**src/rtl/apb4_rr_master.sv**
```systemverilog
// apb4_rr_master
//
// Round-robin APB4 master shared by two user-side requesters. One transfer
// is sequenced at a time through IDLE -> SETUP -> ACCESS. Completion, read
// data and error status are returned to the granted requester as a single
// cycle pulse. A wait-state watchdog aborts a transfer whose slave never
// asserts PREADY.
//
// Ports
//   PCLK, PRESET                clock, synchronous active-high reset
//   REQ_i, WRITE_i, ADDR_i,     requester i transfer request and fields,
//   WDATA_i, STRB_i             held stable until DONE_i
//   DONE_i, RDATA_i, SLVERR_i   requester i completion pulse, read data, error
//   PSEL, PENABLE, PWRITE,      APB4 request side toward the slave
//   PADDR, PWDATA, PSTRB
//   PREADY, PRDATA, PSLVERR     APB4 response side from the slave
//
// Every output is a register; the combinational process only computes the
// next value of each register.

module apb4_rr_master #(
  parameter  int DATA_WIDTH = 32,
  parameter  int ADDR_WIDTH = 32,
  parameter  int TIMEOUT    = 16,
  localparam int STRB_WIDTH = DATA_WIDTH / 8
) (
  input  logic                  PCLK,
  input  logic                  PRESET,

  input  logic                  REQ_0,
  input  logic                  WRITE_0,
  input  logic [ADDR_WIDTH-1:0] ADDR_0,
  input  logic [DATA_WIDTH-1:0] WDATA_0,
  input  logic [STRB_WIDTH-1:0] STRB_0,
  output logic                  DONE_0,
  output logic [DATA_WIDTH-1:0] RDATA_0,
  output logic                  SLVERR_0,

  input  logic                  REQ_1,
  input  logic                  WRITE_1,
  input  logic [ADDR_WIDTH-1:0] ADDR_1,
  input  logic [DATA_WIDTH-1:0] WDATA_1,
  input  logic [STRB_WIDTH-1:0] STRB_1,
  output logic                  DONE_1,
  output logic [DATA_WIDTH-1:0] RDATA_1,
  output logic                  SLVERR_1,

  output logic                  PSEL,
  output logic                  PENABLE,
  output logic                  PWRITE,
  output logic [ADDR_WIDTH-1:0] PADDR,
  output logic [DATA_WIDTH-1:0] PWDATA,
  output logic [STRB_WIDTH-1:0] PSTRB,
  input  logic                  PREADY,
  input  logic [DATA_WIDTH-1:0] PRDATA,
  input  logic                  PSLVERR
);

  // The counter only has to reach TIMEOUT-1.
  localparam int CNT_W = (TIMEOUT > 1) ? $clog2(TIMEOUT) : 1;
  localparam logic [CNT_W-1:0] CNT_MAX = CNT_W'(TIMEOUT - 1);

  typedef enum logic [1:0] {
    IDLE   = 2'd0,
    SETUP  = 2'd1,
    ACCESS = 2'd2
  } state_t;

  state_t state, state_nxt;

  logic             last, last_nxt;
  logic             gnt, gnt_nxt;
  logic [CNT_W-1:0] cnt, cnt_nxt;

  logic                  psel_nxt;
  logic                  penable_nxt;
  logic                  pwrite_nxt;
  logic [ADDR_WIDTH-1:0] paddr_nxt;
  logic [DATA_WIDTH-1:0] pwdata_nxt;
  logic [STRB_WIDTH-1:0] pstrb_nxt;

  logic                  done0_nxt, done1_nxt;
  logic [DATA_WIDTH-1:0] rdata0_nxt, rdata1_nxt;
  logic                  slverr0_nxt, slverr1_nxt;

  logic                  finish;
  logic [DATA_WIDTH-1:0] fin_rdata;
  logic                  fin_slverr;

  // A requester whose DONE is high this cycle still holds REQ for the
  // transfer just completed, so it must not be granted again here.
  logic elig0, elig1, pick;
  assign elig0 = REQ_0 & ~DONE_0;
  assign elig1 = REQ_1 & ~DONE_1;
  // On a tie the requester not served last wins.
  assign pick  = (elig0 & elig1) ? ~last : elig1;

  logic                  sel_write;
  logic [ADDR_WIDTH-1:0] sel_addr;
  logic [DATA_WIDTH-1:0] sel_wdata;
  logic [STRB_WIDTH-1:0] sel_strb;
  assign sel_write = pick ? WRITE_1 : WRITE_0;
  assign sel_addr  = pick ? ADDR_1  : ADDR_0;
  assign sel_wdata = pick ? WDATA_1 : WDATA_0;
  assign sel_strb  = pick ? STRB_1  : STRB_0;

  always_comb begin
    state_nxt   = state;
    last_nxt    = last;
    gnt_nxt     = gnt;
    cnt_nxt     = cnt;
    psel_nxt    = PSEL;
    penable_nxt = PENABLE;
    pwrite_nxt  = PWRITE;
    paddr_nxt   = PADDR;
    pwdata_nxt  = PWDATA;
    pstrb_nxt   = PSTRB;
    finish      = 1'b0;
    fin_rdata   = '0;
    fin_slverr  = 1'b0;
    done0_nxt   = 1'b0;
    done1_nxt   = 1'b0;
    rdata0_nxt  = '0;
    rdata1_nxt  = '0;
    slverr0_nxt = 1'b0;
    slverr1_nxt = 1'b0;

    case (state)
      IDLE: begin
        if (elig0 | elig1) begin
          gnt_nxt    = pick;
          psel_nxt   = 1'b1;
          pwrite_nxt = sel_write;
          paddr_nxt  = sel_addr;
          pwdata_nxt = sel_write ? sel_wdata : '0;
          pstrb_nxt  = sel_write ? sel_strb  : '0;
          state_nxt  = SETUP;
        end
      end

      SETUP: begin
        penable_nxt = 1'b1;
        cnt_nxt     = '0;
        state_nxt   = ACCESS;
      end

      ACCESS: begin
        if (PREADY) begin
          finish     = 1'b1;
          fin_rdata  = PWRITE ? '0 : PRDATA;
          fin_slverr = PSLVERR;
        end else if (cnt == CNT_MAX) begin
          // Watchdog abort: reported as an error with no read data.
          finish     = 1'b1;
          fin_rdata  = '0;
          fin_slverr = 1'b1;
        end else begin
          cnt_nxt = cnt + 1'b1;
        end

        if (finish) begin
          psel_nxt    = 1'b0;
          penable_nxt = 1'b0;
          last_nxt    = gnt;
          state_nxt   = IDLE;
        end
      end

      default: begin
        state_nxt   = IDLE;
        psel_nxt    = 1'b0;
        penable_nxt = 1'b0;
      end
    endcase

    if (finish) begin
      if (gnt) begin
        done1_nxt   = 1'b1;
        rdata1_nxt  = fin_rdata;
        slverr1_nxt = fin_slverr;
      end else begin
        done0_nxt   = 1'b1;
        rdata0_nxt  = fin_rdata;
        slverr0_nxt = fin_slverr;
      end
    end
  end

  always_ff @(posedge PCLK) begin
    if (PRESET) begin
      state    <= IDLE;
      last     <= 1'b1;
      gnt      <= 1'b0;
      cnt      <= '0;
      PSEL     <= 1'b0;
      PENABLE  <= 1'b0;
      PWRITE   <= 1'b0;
      PADDR    <= '0;
      PWDATA   <= '0;
      PSTRB    <= '0;
      DONE_0   <= 1'b0;
      RDATA_0  <= '0;
      SLVERR_0 <= 1'b0;
      DONE_1   <= 1'b0;
      RDATA_1  <= '0;
      SLVERR_1 <= 1'b0;
    end else begin
      state    <= state_nxt;
      last     <= last_nxt;
      gnt      <= gnt_nxt;
      cnt      <= cnt_nxt;
      PSEL     <= psel_nxt;
      PENABLE  <= penable_nxt;
      PWRITE   <= pwrite_nxt;
      PADDR    <= paddr_nxt;
      PWDATA   <= pwdata_nxt;
      PSTRB    <= pstrb_nxt;
      DONE_0   <= done0_nxt;
      RDATA_0  <= rdata0_nxt;
      SLVERR_0 <= slverr0_nxt;
      DONE_1   <= done1_nxt;
      RDATA_1  <= rdata1_nxt;
      SLVERR_1 <= slverr1_nxt;
    end
  end

endmodule

```
**config.mk**
```make
export PLATFORM = sky130hd
export DESIGN_NAME = apb4_rr_master
export DESIGN_NICKNAME = d
export VERILOG_FILES = /design/src/rtl/apb4_rr_master.sv
export SDC_FILE = /design/constraint.sdc
export NUM_CORES = 1
export LEC_CHECK = 0
export ABC_AREA = 0
export BUFFER_PORTS_ARGS = -buffer_cell sky130_fd_sc_hd__buf_2
export CAP_MARGIN = 0
export CORE_MARGIN = 2
export CORE_UTILIZATION = 30
export DETAILED_ROUTE_END_ITERATION = 10
export HOLD_SLACK_MARGIN = 0.05
export PLACE_DENSITY_LB_ADDON = 0.3
export REMOVE_ABC_BUFFERS = 1
export SLEW_MARGIN = 30
export SYNTH_ARGS = -nofsm -noshare
export SYNTH_HDL_FRONTEND = slang
export SYNTH_SLANG_ARGS = --single-unit
```
**constraint.sdc**
```tcl
create_clock -name PCLK -period 1.4 [get_ports PCLK]
set_input_delay 0.14 -clock PCLK [delete_from_list [all_inputs] [get_ports PCLK]]
set_output_delay 0.14 -clock PCLK [all_outputs]
set_load 0.01 [all_outputs]
```
Word level (Yosys, flattened, before mapping)
Cells that the tools add are included.

storage, ports and cells
  register bits after elaboration = 147
  input port bits = 176
  output and inout port bits = 139
  word-level logic and storage cells = 74

operators by class
  add/sub/neg operators = 1
  equal/unequal tests = 7
  mux-type cells = 28
  bitwise logic cells = 11
  reductions and logical operators = 11

operators by type and width
  cell                   number
  $mux W32               6
  $mux W4                4
  $mux W1                12
  $ne A2 B2 Y1 const B   4
  $pmux W4 S2            1
  $reduce_and A2 Y1      4
  $not A1 Y1             7
  $pmux W1 S3            2
  $pmux W2 S3            1
  $reduce_and A3 Y1      2
  $reduce_or A3 Y1       2
  $add A4 B1 Y4 const B  1
  $eq A4 B4 Y1 const B   1
  $mux W2                2
  $and A1 B1 Y1          3
  $eq A2 B1 Y1 const B   1
  $eq A2 B2 Y1 const B   1
  $logic_not A2 Y1       1
  $reduce_bool A2 Y1     1
  $reduce_or A2 Y1       1
  $or A1 B1 Y1           1

Depth between registers and ports, before layout
  depth after elaboration = 7
  mapped depth = 6
  depth with buffers taken out = 5

Worst setup path before layout
OpenSTA, ideal clock, no wires.

  path kind = register to register
  start = register DONE_1
  end = register PWDATA[10]
  setup time = 0.141 ns
  arrival time = 1.364 ns
  data required time = 1.259 ns
  path slack = -0.105 ns
  cell stages (with the launch flop) = 7
  buffers on the path = 2
  clock period less this slack = 1.505 ns
  path through = dfxtp_1 and2b_1 and3_1 buf_4 buf_6 a221oi_2 nor3_2

on the way
  longest elaborated chain between the ends = 6
  elaborated cells on any way between the ends = 9
  classes of those cells = mux: 4; bitwise: 4; reduce/logical: 1

RTL lines
  item                                        RTL line  RTL
  start, declared                             44        output logic DONE_1,
  start signal, assigned                      221       DONE_1 <= done1_nxt;
  $not A1 Y1 (*)                              94        assign elig1 = REQ_1 & ~DONE_1;
  $and A1 B1 Y1 (*)                           94
  $and A1 B1 Y1                               96        assign pick = (elig0 & elig1) ? ~last : elig1;
  $mux W1                                     96
  $mux W32 / $mux W1 (equally long branches)  104, 102
  $mux W32                                    135       pwdata_nxt = sel_write ? sel_wdata : '0;
  end signal, assigned                        216       PWDATA <= pwdata_nxt;
  end, declared                               52        output logic [DATA_WIDTH-1:0] PWDATA,

Every way passes the cells marked *; elsewhere a longest branch is shown, timed or not.
A chain may end at the register's enable or synchronous reset.

Final worst setup path
  start = register DONE_1
  end = register PADDR[22]

on the way
  longest elaborated chain between the ends = 5
  elaborated cells on any way between the ends = 7
  classes of those cells = mux: 2; bitwise: 4; reduce/logical: 1

RTL lines
  item                  RTL line  RTL
  $not A1 Y1 (*)        94
  $and A1 B1 Y1 (*)     94
  $and A1 B1 Y1         96
  $mux W1               96
  $mux W32              103       assign sel_addr = pick ? ADDR_1 : ADDR_0;
  end signal, assigned  215       PADDR <= paddr_nxt;
  end, declared         51        output logic [ADDR_WIDTH-1:0] PADDR,

Marked as above.

==> impl_metrics.yaml <==
outcome:
  status: "complete, but fails checks"
  violations: "setup timing"
setup_path:
  startpoint: "DONE_1"
  r2r_cells: 6
  r2r_start: "DONE_1"
  rrSetupSlack_ns: -0.12
  crit_end: "PADDR[22]"
  cp-end-kind: "flop"
  critPathKind: "reg -> reg"
  cp_max_fo: 10
  cp-start-kind: "flop"
  required_ns: 1.73
  reg2reg_to: "PADDR[22]"
  cp_data_arrival_time_ns: 1.85
route:
  viasPerCell: 4.72
  ant_nets: 0
  first_pass_iters: 4
  routed_wl_um: 22800
  drc_errors: 0
  drtIter0Drc: 224
  wire_per_inst_um: 17.4
  dr_total_vias: 6189
timing:
  hold_viol_final: 0
  fmax_mhz: 657
  rsz0062_at_grt: "yes"
  maxSlewViolCount: 0
  period_share_pct: 109
  min_period_ns: 1.52
  setup_ws_ns: -0.123
  tightest_slew_ns: 0.408
  fin_skew_ns: 0.0114
  setup_viol: 64
  fin_tns_setup_ns: -2.48
  relSlewSlack_pct: 72.8
layout:
  mostFrequentLayoutCells: "313 x buf_2, 143 x dfxtp_1, 142 x dlygate4sd3_1"
  drive_above_1_share_pct: 50.8
  final_core_util_pct: 56.6
  fin_nets: 1210
  final_cells: 1310
  mostFrequentLayoutCell: "buf_2"
  syn_to_final_growth_pct: 84.3
floorplan:
  fp.dieW_um: 143
  io_pins: 315
  rows: 50
  dieArea_mm2: 0.0204
  die_y_um: 143
  start_util_pct: 30.7
  core_mm2: 0.0188
logic_synthesis:
  post-synth-top-area-fraction_pct: 50.9
  yosys.area.top_type: "dfxtp_1"
  synth_flop_cell: "dfxtp_1"
  synth_cells: 552
  muxShareOfSynthArea_pct: 0
  ys_seq_elements: 147
  ys_top_cells_by_area: "dfxtp_1 51%, a221oi_2 7.5%, and2_1 6.9%"
  synth_compound_area_share_pct: 20.2
  synthArstFlopShare_pct: 0
  yosys.area_share.simple_pct: 24.3
  synth_fa_ha_area_share_pct: 0.216
  synth_xor_area_share_pct: 0
  synth_edf_count: 0
  synth_area_mm2: 0.00578
  synth_warnings: 0
  postSynthAreaPerCell_um2: 10.5
  synth_top_family_by_area: "simple AND/OR/NAND/NOR gates"
  ys_seq_area_share_pct: 50.9
  synth_cell_types: 43
run:
  maxCapViolCount: 0
place:
  portBuffers: 314
  dp.cells: 1115
  dp_hpwl_um: 13200
  gp_congestion: 0.810
cts:
  numCtsBuffers: 17
  htree_levels: 4
  root_buffer: "clkbuf_16"
  cts_tree: "yes"
  cts.sinks: 147
  clkTransAtPathRegs_ns: 0.07
  cts.path.max_buffers: 2
  insertion_delay_ns: 0.42
power:
  sw_frac_of_total_pct: 30.2
  pwr-share-comb_pct: 26.0
  switching_power_mw: 3.85
  clockPowerShare_pct: 37.4
  fin_total_pwr_mw: 12.7
  leakagePower_nw: 4.88
  p_int_mw: 8.89
  power_density_mw_per_mm2: 1200
  vdd_ir_drop_max_uv: 810
  sequentialPowerShare_pct: 36.7
worst_hold_path:
  hp-class: "in -> reg"
grt:
  gr-usage-all-layers_pct: 20.0
  grt_max_degree: 65
  antenna_found_initial: 0
  overflow: 0
  grt_pass1_vias: 6218
  grt_pass1_wl_um: 31600
## critical path, cell delays in order (launching register included)
cell       delay, ns
dfxtp_2         0.34
and2b_2         0.27
o21ai_4         0.15
buf_12          0.19
clkbuf_16       0.18
a21oi_1         0.06
a211oi_2        0.25
## state kept, by name (all words and copies together) (netlist names)
register  flops
DONE_1        1
last          1
state         2
RDATA_0      32
gnt           1
RDATA_1      32
PENABLE       1
PSEL          1
PWRITE        1
PSTRB         4
PWDATA       32
SLVERR_1      1
cnt           4
PADDR        32
DONE_0        1
SLVERR_0      1
## power by group through the flow
stage | clock network [mW] | registers (mW) | logic (mW)
after detailed placement | 0 | 4.75 | 2.33
after floorplan | 0 | 4.89 | 1.08
after global placement | 0 | 4.74 | 2.31
after global routing | 5.11 | 4.70 | 3.52
final | 4.76 | 4.67 | 3.31
after CTS | 4.92 | 4.66 | 2.85
## cell type report
type | instances | area [um2]
antenna | 4 | 10.0
clock buffer | 17 | 425
clock inverter | 15 | 184
fill | 1578 | 8170
inverter | 1 | 3.75
multi-input combinational | 360 | 2950
sequential | 147 | 2950
tap | 260 | 325
timing repair buffer | 506 | 3810
## synthesized netlist by cell type (3+ instances only)
master	instances
a211oi_1	4
a211oi_2	27
a21oi_1	38
a221oi_1	7
a221oi_2	29
and2_1	64
buf_1	4
buf_2	17
buf_4	6
buf_6	5
clkbuf_1	9
clkbuf_2	3
dfxtp_1	147
nand2_1	37
nand2b_1	3
nor2_1	75
nor2b_1	5
nor3_1	12
nor3_2	30
## how the worst min path moves through the flow
stage                           start           to  slack, ns  depth (start not counted)
after CTS                  ADDR_1[26]    PADDR[26]       0.05                          3
after detailed placement   PRDATA[22]  RDATA_1[22]       0.35                          2
after global placement     PRDATA[21]  RDATA_1[21]       0.35                          2
final                       ADDR_1[2]     PADDR[2]       0.06                          3
after floorplan                PRESET     PADDR[0]       0.20                          1
after global routing      WDATA_1[20]   PWDATA[20]       0.06                          3
## timing repair
action,CTS,global route
pin swaps,4,21
gates resized for setup,24,53
setup buffers,3,4
endpoints found under the hold margin,130,8
hold buffers,134,8
gates cloned,4,6
endpoints found under the setup margin,70,74
## routing by layer
layer,up-vias,global-route usage (%),share of wire [%]
met5,-,0,0
met3,65,7.71,8.1
met1,2915,21.8,38
li1,2906,-,-
met2,303,33.8,50
met4,0,10.5,3.5
## through the flow
stage	hold WS (ns)	setup slack (ns)	instance area (um2)
detailed placement	0.355	-0.119	7860
global placement	0.352	-0.0826	7860
finish	0.0571	-0.123	10700
global route	0.0560	-0.168	10600
CTS	0.0507	-0.0774	10100
floorplan	0.205	-1.54	5530
## logic make-up after synthesis
logic type               after synthesis
adder cells (fa/ha/maj)                1
flip-flops                           147
AO/OA/AOI/OAI                        117
buffers and inverters                 45
AND/OR/NAND/NOR                      242
Power figures use the tool's default switching activity.
